File: src/rtl/bk_mem_arbiter.sv
// Arbitrates the single main-memory port between video, disk DMA and CPU (video > DMA > CPU).
// Define BK_MEM_ARB_STARVE_GUARD_EN to let a starved CPU overtake DMA after STARVE_MAX losses.
module bk_mem_arbiter #(
    parameter int ADDR_W     = 25,
    parameter int STARVE_MAX = 8
) (
    input  logic              clk_sys,
    input  logic              reset_n,
    input  logic              vid_req,
    input  logic [ADDR_W-1:0] vid_addr,
    output logic              vid_ack,
    output logic [15:0]       vid_data,
    input  logic              dma_req,
    input  logic              dma_we,
    input  logic [ADDR_W-1:0] dma_addr,
    input  logic [15:0]       dma_din,
    output logic              dma_ack,
    output logic [15:0]       dma_dout,
    input  logic              cpu_req,
    input  logic              cpu_we,
    input  logic [1:0]        cpu_be,
    input  logic [ADDR_W-1:0] cpu_addr,
    input  logic [15:0]       cpu_din,
    output logic              cpu_ack,
    output logic [15:0]       cpu_dout,
    output logic              mem_req,
    input  logic              mem_ready,
    output logic              mem_we,
    output logic [1:0]        mem_be,
    output logic [ADDR_W-1:0] mem_addr,
    output logic [15:0]       mem_wdata,
    input  logic [15:0]       mem_rdata,
    input  logic              mem_rvalid,
    output logic [2:0]        grant
);

    localparam logic [1:0] S_IDLE    = 2'd0;
    localparam logic [1:0] S_ISSUE   = 2'd1;
    localparam logic [1:0] S_WAIT_RD = 2'd2;
    localparam logic [1:0] S_DONE    = 2'd3;

    logic [1:0] state;
    logic       cpu_over;
    logic       win_vid;
    logic       win_dma;
    logic       win_cpu;

`ifdef BK_MEM_ARB_STARVE_GUARD_EN
    logic [7:0] starve_cnt;

    assign cpu_over = (starve_cnt == 8'(STARVE_MAX));

    always_ff @(posedge clk_sys or negedge reset_n) begin
        if (!reset_n) begin
            starve_cnt <= '0;
        end else if (state == S_IDLE) begin
            if (win_cpu)
                starve_cnt <= '0;
            else if (win_dma && cpu_req && !cpu_over)
                starve_cnt <= starve_cnt + 8'd1;
        end
    end
`else
    // STARVE_MAX is 1..255, so this is constant 0: strict priority.
    assign cpu_over = (STARVE_MAX == 0);
`endif

    always_comb begin
        win_vid = vid_req;
        win_dma = !vid_req && dma_req && !(cpu_req && cpu_over);
        win_cpu = !vid_req && cpu_req && (!dma_req || cpu_over);
    end

    assign mem_req = (state == S_ISSUE);
    assign vid_ack = (state == S_DONE) && grant[0];
    assign dma_ack = (state == S_DONE) && grant[1];
    assign cpu_ack = (state == S_DONE) && grant[2];

    always_ff @(posedge clk_sys or negedge reset_n) begin
        if (!reset_n) begin
            state     <= S_IDLE;
            grant     <= '0;
            mem_we    <= 1'b0;
            mem_be    <= '0;
            mem_addr  <= '0;
            mem_wdata <= '0;
            vid_data  <= '0;
            dma_dout  <= '0;
            cpu_dout  <= '0;
        end else begin
            case (state)
                S_IDLE: begin
                    if (win_vid) begin
                        grant    <= 3'b001;
                        mem_we   <= 1'b0;
                        mem_be   <= '1;
                        mem_addr <= vid_addr;
                        state    <= S_ISSUE;
                    end else if (win_dma) begin
                        grant    <= 3'b010;
                        mem_we   <= dma_we;
                        mem_be   <= '1;
                        mem_addr <= dma_addr;
                        if (dma_we)
                            mem_wdata <= dma_din;
                        state    <= S_ISSUE;
                    end else if (win_cpu) begin
                        grant    <= 3'b100;
                        mem_we   <= cpu_we;
                        mem_be   <= cpu_be;
                        mem_addr <= cpu_addr;
                        if (cpu_we)
                            mem_wdata <= cpu_din;
                        state    <= S_ISSUE;
                    end
                end
                S_ISSUE: begin
                    if (mem_ready)
                        state <= mem_we ? S_DONE : S_WAIT_RD;
                end
                S_WAIT_RD: begin
                    if (mem_rvalid) begin
                        if (grant[0]) vid_data <= mem_rdata;
                        if (grant[1]) dma_dout <= mem_rdata;
                        if (grant[2]) cpu_dout <= mem_rdata;
                        state <= S_DONE;
                    end
                end
                S_DONE: begin
                    grant <= '0;
                    state <= S_IDLE;
                end
            endcase
        end
    end

endmodule

File: config.mk
export PLATFORM = sky130hd
export DESIGN_NAME = bk_mem_arbiter
export DESIGN_NICKNAME = d
export VERILOG_FILES = /design/src/rtl/bk_mem_arbiter.sv
export SDC_FILE = /design/constraint.sdc
export NUM_CORES = 1
export LEC_CHECK = 0
export ABC_AREA = 1
export BUFFER_PORTS_ARGS = -buffer_cell sky130_fd_sc_hd__buf_2
export CAP_MARGIN = 20
export CORE_UTILIZATION = 35
export DETAILED_ROUTE_END_ITERATION = 8
export PLACE_DENSITY = 0.66
export REMOVE_ABC_BUFFERS = 1
export SYNTH_ARGS = -nofsm -noshare
export SYNTH_HDL_FRONTEND = slang
export SYNTH_SLANG_ARGS = --single-unit
File: constraint.sdc
create_clock -name clk_sys -period 1.5 [get_ports clk_sys]
set_input_delay 0.15 -clock clk_sys [delete_from_list [all_inputs] [get_ports clk_sys]]
set_output_delay 0.15 -clock clk_sys [all_outputs]
set_load 0.02 [all_outputs]
==> results of run 1 <==
==> report_power, final <==
part / internal [mW] / total (mW) / switching, mW
combinational: 2.08 / 5.88 / 3.80
sequential: 3.86 / 4.54 / 0.676
clock: 1.73 / 2.71 / 0.978
==> cells in the mapped netlist (all sizes together) <==
cell	instances	area, um^2
clkbuf	12	45.0
dfrtp	97	2430
o21ai	49	257
nor2	4	31.3
a21oi	2	32.5
inv	30	118
nand3	94	470
buf	19	128
or2	2	12.5
ha	5	62.6
nand2	269	1040
==> cells in the final DEF, fill, tap and decap left out, types with 5 or more instances in the layout <==
| cell | count |
|---|---|
| nand2_4 | 5 |
| clkbuf_16 | 9 |
| nand2_1 | 264 |
| o21ai_0 | 48 |
| nand3_1 | 91 |
| buf_2 | 230 |
| buf_12 | 7 |
| buf_4 | 12 |
| dfrtp_1 | 96 |
| inv_1 | 24 |
==> cell type report <==
class / count / area, um^2
sequential: 97 / 2430
multi-input combinational: 428 / 1970
inverter: 30 / 120
fill: 1281 / 6200
timing repair buffer: 253 / 1430
clock buffer: 11 / 253
tap: 172 / 215
clock inverter: 5 / 108
==> registers in the layout, indices dropped and copies added (netlist names) <==
name	flops
state	2
mem_addr	25
mem_wdata	16
cpu_dout	16
vid_data	16
dma_dout	16
mem_be	2
mem_we	1
grant	3
==> worst max-delay path: stages (launching register included) <==
cell     delay [ns]
dfrtp_1        0.40
buf_6          0.14
ha_4           0.17
nand2_1        0.08
inv_1          0.04
buf_2          0.14
==> final timing paths <==
kind                                      startpoint                   endpoint  depth (start not counted)
setup reg to reg                state[1]$_DFFE_PN0P_    mem_addr[4]$_DFFE_PN0P_                          6
hold / removal                         mem_rdata[12]   cpu_dout[12]$_DFFE_PN0P_                          3
hold reg to reg            mem_wdata[10]$_DFFE_PN0P_  mem_wdata[10]$_DFFE_PN0P_                          2
max in group asynchronous                    reset_n       state[1]$_DFFE_PN0P_                          3
min in group asynchronous                    reset_n   vid_data[14]$_DFFE_PN0P_                          2
setup / recovery                state[0]$_DFFE_PN0P_                    cpu_ack                          5
==> cell families after synthesis <==
family,count (synthesis),synth area share
DFF,97,0.525
buffers and inverters,61,0.0628
AOI/OAI and AO/OA,51,0.0626
adders and majority gates,5,0.0135
and+or+nand+nor,369,0.336
==> stage by stage <==
step	instances	util
finish	996	0.513
detailed placement	974	0.475
floorplan	552	-
global placement	974	0.475
global route	996	0.513
CTS	991	0.505
==> per-layer routing <==
metal | vias up | GRT usage
met3 | 12 | 0.0355
met4 | 0 | 0.0608
li1 | 2329 | -
met5 | - | 0
met2 | 182 | 0.316
met1 | 2066 | 0.239
==> repair_timing <==
| action | in CTS | in global routing |
|---|---|---|
| setup buffers | 0 | 2 |
| hold endpoints to repair | 97 | 0 |
| gates resized for setup | 3 | 15 |
| endpoints found under the setup margin | 3 | 55 |
| cloned | 0 | 3 |
| pin swaps | 0 | 3 |
| hold buffers | 1 | 0 |
==> impl_results.md, run 1 <==
* Vias in the first global route at 4,132
* Clock-pin slew on the worst setup and hold paths at 0.07 ns
* CTS buffer count at 9
* Via density per instance at 4.61
* Routed wl met2 at 5.93 mm
* Ant diodes at 0
* Pin count of the biggest net entering global routing at 93
* Synthesized area at 4620 um^2
* Layout Nets at 958
* Unrepaired setup endpoints after global routing: true
* DR WL/cell at 13.2 um
* Dpl hpwl at 9.39 mm
* Vias at 4,589
* HP Class: primary input to register
* Clock Latency Late Sink at 0.33 ns
* Synth Register Bits at 97
* GRT Util Overall at 0.186
* Dpl ws at 0.0588 ns
* Worst slew pin tran at 0.713 ns
* CTS tree: built
* Netlist cell types at 19
* Min setup slack post-route at 0.0514 ns
* Syn Inst Count at 583
* Placed cell area at 6040 um^2
* Hold WS at 0.0995 ns
* Total wire length at 13.2 mm
* Syn_area_per_cell at 7.93 um^2
* Worst-path fanout max at 4
* Max-cap violations at 0
* Clock sink count at 97
* Synth-to-Final Area Change at 41.2%
* Crit end category: output port
* Initial detailed-routing violation count at 249
* Proportion of layout cells with a drive suffix above 1 at 0.357
* Core region area at 12,700 um^2
* R2R Setup Slk at 0.10 ns
* Post-DRT Antenna Nets at 0
* Clk root buf: clkbuf_16
* Die W at 117 um
* Clk buf depth at 2
* Critical path class: register to output port
* Total grt overflow at 0
* Initial antenna violation count at 0
* Tmin final at 1.45 ns
* Setup TNS at 0 ns
* Seq/Total Area, Yosys at 0.525
* Max_slew headroom at 0.525
* Static leakage at 3.78 nW
* First drt pass iteration count at 4
* Design area at 6520 um^2
* GPL Wtd Cong at 0.761
* Die height at 117 um
* Overall power at 13.1 mW
* Peak Freq at 690 MHz
* Metal3 WL at 961 um
* Final Hold Fails at 0
* Wl on met1 at 6.12 mm
* Peak supply drop at 574 uV
* WP data arrival at 1.30 ns
* Req. time, crit path at 1.35 ns
* DRC at 0
* PwrDens at 2010 nW/um^2
* Highest Signal Layer: met4
* Die ar. at 13,700 um^2
* Post-route clock period utilization at 0.966
* Synthesis Warnings at 0
* Row cnt at 41
* Starting Density at 0.363
* I/O pin count at 233
* Worst Skew at 0.00530 ns
* Final setup fails at 0
* Port Buffers at 232
* Slew Viols, Final at 0
* CTS H-Tree Depth at 3
* Startpoint Class: register
* First-pass GRT wire length at 19.7 mm
* Outcome: finished clean
Power figures use the tool's default switching activity.
==> run 2, diff against run 1 <==
Settings changed: PLACE_DENSITY 0.66 to 0.63.
Clock period 1.5 ns to 1.55 ns, I/O delays scaled along.
==> run 2 against run 1 <==
Largest power group unchanged. Critical endpoint is now dma_ack. Clock skew rose by 0.0011 ns. First-iteration DRC count fell by 0.80%. Cell area fell by 1.9%. Via count fell by 1.5%. Global-route usage rose by 0.39 points. Hold slack barely moved. Flip-flop and latch count did not move. Combinational power fell by 6.1%. Non-clock buffer count rose by 1. Sequential power fell by 4%.
==> impl_results.md, run 2 (synthesized netlist as in run 1, its figures left out) <==
* Hold-critical path depth at 4
* Starting Density at 0.363
* Max-cap violations at 0
* Worst Skew at 0.00636 ns
* CTS tree: built
* DRC at 0
* Worst-path fanout max at 6
* Min setup slack post-route at 0.0857 ns
* Proportion of layout cells with a drive suffix above 1 at 0.347
* Initial detailed-routing violation count at 247
* Initial antenna violation count at 0
* Overall power at 12.3 mW
* CP Depth at 5
* Post-Layout Cell Count at 994
* WP data arrival at 1.31 ns
* Startpoint Class: register
* Final setup fails at 0
* CTS H-Tree Depth at 3
* Max_slew headroom at 0.487
* Total wire length at 12.9 mm
* First drt pass iteration count at 4
* Design area at 6400 um^2
* Slowest-stage cell, CP: dfrtp_1
* Slew Viols, Final at 0
* GRT Util Overall at 0.190
* HP Class: primary input to register
* I/O pin count at 233
* Port Buffers at 232
* Row cnt at 41
* Final Hold Fails at 0
* Critical path class: register to output port
* Req. time, crit path at 1.39 ns
* Clock Latency Late Sink at 0.34 ns
* Critical path's top delay family: flip-flops
* Unrepaired setup endpoints after global routing: false
* Biggest register: mem_addr
* Post-route clock period utilization at 0.945
* Dpl ws at 0.0727 ns
* Peak Freq at 683 MHz
* Crit end category: output port
* Post-placement cell count at 976
* Via density per instance at 4.55
* Total grt overflow at 0
* Clock sink count at 97
* CP cell instances: buf_4 > ha_4 > nand2_1 > inv_1 > buf_2
* GPL Wtd Cong at 0.772
* Vias at 4,519
* Commonest non-fill, non-tap cell in the layout: nand2_1
* Die height at 117 um
* Core region area at 12,700 um^2
* Worst slew pin tran at 0.766 ns
* Largest register FFs at 25
* Clk buf depth at 2
* Layout Nets at 956
* Dpl hpwl at 9.45 mm
* Ant diodes at 0
* Hold WS at 0.0997 ns
* First-pass GRT wire length at 20.1 mm
* Die W at 117 um
* Clock-pin slew on the worst setup and hold paths at 0.06 ns
* Pin count of the biggest net entering global routing at 51
* DR WL/cell at 13.0 um
* Post-DRT Antenna Nets at 0
* Outcome: finished clean
* Clk root buf: clkbuf_16
* Vias in the first global route at 4,141
* Die ar. at 13,700 um^2
* Most frequent cells in the layout: nand2_1 (264), buf_2 (231), dfrtp_1 (97)
* Static leakage at 3.74 nW
* CTS buffer count at 9
* Tmin final at 1.46 ns
* Placed cell area at 6040 um^2
* Buf/Inv on CP at 3
* PwrDens at 1920 nW/um^2
* Worst Reg2Reg Path Length in Cells at 7
* Peak supply drop at 669 uV
* Max incr delay on CP at 0.38 ns
* Synth-to-Final Area Change at 38.6%
## run 2: worst paths after layout
| check | from | endpoint | slack (ns) |
|---|---|---|---|
| worst max-delay path | state[1]$_DFFE_PN0P_ | dma_ack | 0.09 |
| worst min-delay path | cpu_be[1] | mem_be[1]$_DFFE_PN0P_ | 0.1 |
| worst max register to register | state[0]$_DFFE_PN0P_ | mem_wdata[12]$_DFFE_PN0P_ | 0.13 |
| worst min register to register | mem_wdata[2]$_DFFE_PN0P_ | mem_wdata[2]$_DFFE_PN0P_ | 0.47 |
| max in group asynchronous | reset_n | dma_dout[4]$_DFFE_PN0P_ | 0.93 |
| min in group asynchronous | reset_n | cpu_dout[10]$_DFFE_PN0P_ | 0.37 |
## run 2: metrics by stage
step	setup TNS [ns]	util
finish	0	0.503
global route	0	0.503
CTS	0	0.501
detailed placement	0	0.475
global placement	0	0.475
floorplan	-3.83	-
## run 2: layout make-up
class | count | area (um^2)
Fill cell | 1338 | 6320
Sequential cell | 97 | 2430
Multi-Input combinational cell | 425 | 1920
Timing Repair Buffer | 254 | 1400
Clock buffer | 10 | 239
Tap cell | 172 | 215
Inverter | 30 | 118
Clock inverter | 6 | 87.6
## run 2: worst min-delay path: cells and delay by family
family,cells,cell delay (ns)
AND/OR/NAND/NOR,3,0.18
buffers and inverters,1,0.07
## run 2: report_power, final
part           internal, mW  switching, mW
Combinational          1.92           3.60
Clock                  1.46          0.951
Sequential             3.73          0.638
## run 2: layer usage
metal / global-route usage / vias to the layer above / wire length [um]
met5: 0 / - / 0
met4: 0.0582 / 0 / 146
met3: 0.0360 / 11 / 838
met2: 0.329 / 165 / 6040
met1: 0.240 / 2021 / 5870
li1: - / 2322 / -
## run 2: timing repair
action	CTS	global route
endpoints found under the hold margin	97	0
hold buffers	1	0
gates cloned	0	0
endpoints found under the setup margin	3	19
gates resized for setup	1	3
setup buffers	0	1
==> run 3, diff against run 2 <==
Settings changed: RECOVER_POWER set to 100.
==> run 3 against run 2 <==
First-iteration DRC count shrank 2.0%. Total power is 2.5% lower. Cell count unchanged. Count of clock-buffer cells in the layout unchanged. Register-to-register slack about the same. Critical path depth stayed put. Cell area down 2.4%. Clock skew hardly changed. Clock power barely moved. Critical path type unchanged. Largest cell class unchanged. Largest power group unchanged. Highest routed layer unchanged.
==> impl_results.md, run 3 (synthesized netlist as in run 1, its figures left out) <==
* Outcome: finished clean
* Post-route clock period utilization at 0.944
* Port Buffers at 232
* Reg2reg start: state[0]$_DFFE_PN0P_
* Int Power at 6.76 mW
* Proportion of layout cells with a drive suffix above 1 at 0.230
* Peak Freq at 684 MHz
* Metal3 WL at 816 um
* Initial detailed-routing violation count at 242
* Pin count of the biggest net entering global routing at 51
* Reg2Reg Capture Point: mem_wdata[12]$_DFFE_PN0P_
* Total wire length at 13.0 mm
* Slew Viols, Final at 0
* Hold WS at 0.0997 ns
* Routed wl met2 at 6.08 mm
* Clk root buf: clkbuf_16
* Vias in the first global route at 4,141
* Wl on met1 at 5.97 mm
* Largest register FFs at 25
* Total grt overflow at 0
* Tmin final at 1.46 ns
* Req. time, crit path at 1.39 ns
* Clock-pin slew on the worst setup and hold paths at 0.06 ns
* Critical path class: register to output port
* Highest Signal Layer: met4
* Die W at 117 um
* Seq pwr share at 0.368
* Core region area at 12,700 um^2
* Worst Skew at 0.00681 ns
* Buf/Inv on CP at 3
* Final Hold Fails at 0
* Synth-to-Final Area Change at 35.2%
* Row cnt at 41
* Final setup fails at 0
* Max-cap violations at 0
* Worst slew pin tran at 0.756 ns
* DR WL/cell at 13.1 um
* Ant diodes at 0
* Most frequent cells in the layout: nand2_1 (264), buf_2 (135), dfrtp_1 (97)
* Worst Reg2Reg Path Length in Cells at 7
* GPL Wtd Cong at 0.772
* Biggest register: mem_addr
* Unrepaired setup endpoints after global routing: false
* Initial antenna violation count at 0
* Dpl ws at 0.0727 ns
* Overall power at 12.0 mW
* Startpoint Class: register
* CTS buffer count at 9
* GRT Util Overall at 0.190
* Sw Pwr at 5.24 mW
* Starting Density at 0.363
* R2R Setup Slk at 0.12 ns
* Slowest-stage cell, CP: dfrtp_1
* WP data arrival at 1.31 ns
* Die height at 117 um
* Comb pwr share at 0.431
* Hold-critical path depth at 4
* CTS H-Tree Depth at 3
* Die ar. at 13,700 um^2
* Critical path's top delay family: flip-flops
* Max_slew headroom at 0.494
* I/O pin count at 233
* Clk buf depth at 2
* Hold Startpoint: cpu_be[1]
* Dpl hpwl at 9.45 mm
* Peak supply drop at 611 uV
* Max incr delay on CP at 0.38 ns
* Switching Share at 0.437
* Crit end category: output port
* Hold Path Sink: mem_be[1]$_DFFE_PN0P_
* First drt pass iteration count at 4
* Post-DRT Antenna Nets at 0
* CP cell instances: buf_4 > ha_4 > nand2_1 > inv_1 > buf_2
* Clock group share of total power at 0.201
* Clock sink count at 97
* Commonest non-fill, non-tap cell in the layout: nand2_1
* PwrDens at 1920 nW/um^2
* Clock Latency Late Sink at 0.34 ns
* Min setup slack post-route at 0.0875 ns
* HP Class: primary input to register
* Vias at 4,496
* Layout Nets at 956
* CTS tree: built
* Worst-path fanout max at 6
* DRC at 0
* Static leakage at 3.40 nW
* Via density per instance at 4.52
* First-pass GRT wire length at 20.1 mm
## run 3: area by class of cell
cell class	count	area, um^2
Sequential cell	97	2430
Clock buffer	10	239
Clock inverter	6	87.6
Tap cell	172	215
Timing Repair Buffer	254	1240
Inverter	30	118
Fill cell	1389	6480
Multi-Input combinational cell	425	1920
## run 3: worst max-delay path by stage
stage,startpoint,endpoint,slack (ns),cells after the start
2_1_floorplan,state[0]$_DFFE_PN0P_,vid_data[0]$_DFFE_PN0P_,-0.07,4
3_3_place_gp,state[0]$_DFFE_PN0P_,mem_wdata[13]$_DFFE_PN0P_,0.13,7
3_5_place_dp,state[0]$_DFFE_PN0P_,mem_wdata[8]$_DFFE_PN0P_,0.07,7
4_1_cts,state[0]$_DFFE_PN0P_,dma_ack,0.02,5
5_1_grt,state[0]$_DFFE_PN0P_,mem_wdata[1]$_DFFE_PN0P_,0.003,7
6_report,state[1]$_DFFE_PN0P_,dma_ack,0.09,5
## run 3: stage by stage
| stage | cell area (um^2) | std cells | utilization | TNS [ns] |
|---|---|---|---|---|
| final | 6250 | 994 | 0.491 | 0 |
| after global routing | 6250 | 994 | 0.491 | 0 |
| after CTS | 6380 | 993 | 0.501 | 0 |
| after detailed placement | 6040 | 976 | 0.475 | 0 |
| after global placement | 6040 | 976 | 0.475 | 0 |
| after floorplan | 4450 | 552 | - | -3.83 |
## run 3: power by group through the flow
stage / clock [mW] / sequential (mW) / combinational, mW
CTS: 2.47 / 4.37 / 5.55
floorplan: 0 / 5.84 / 1.79
global placement: 0 / 4.37 / 5.47
global route: 2.57 / 4.57 / 5.79
detailed placement: 0 / 4.38 / 5.53
finish: 2.42 / 4.41 / 5.17
## run 3: repair_timing
item | 4_1_cts | 5_1_grt
resized for setup | 1 | 3
pin swaps | 0 | 0
hold endpoints to repair | 97 | 0
hold buffers | 1 | 0
buffers inserted | 0 | 1
endpoints found under the setup margin | 3 | 19
## run 3: tightest hold or removal path, cell delays in order
cell	delay, ns
buf_2	0.07
or2_2	0.09
nand2_1	0.04
nand2_1	0.05
## run 3: routing by layer
layer,up-vias,track usage
li1,2322,-
met1,2011,0.240
met2,152,0.329
met3,11,0.0360
met4,0,0.0582
met5,-,0
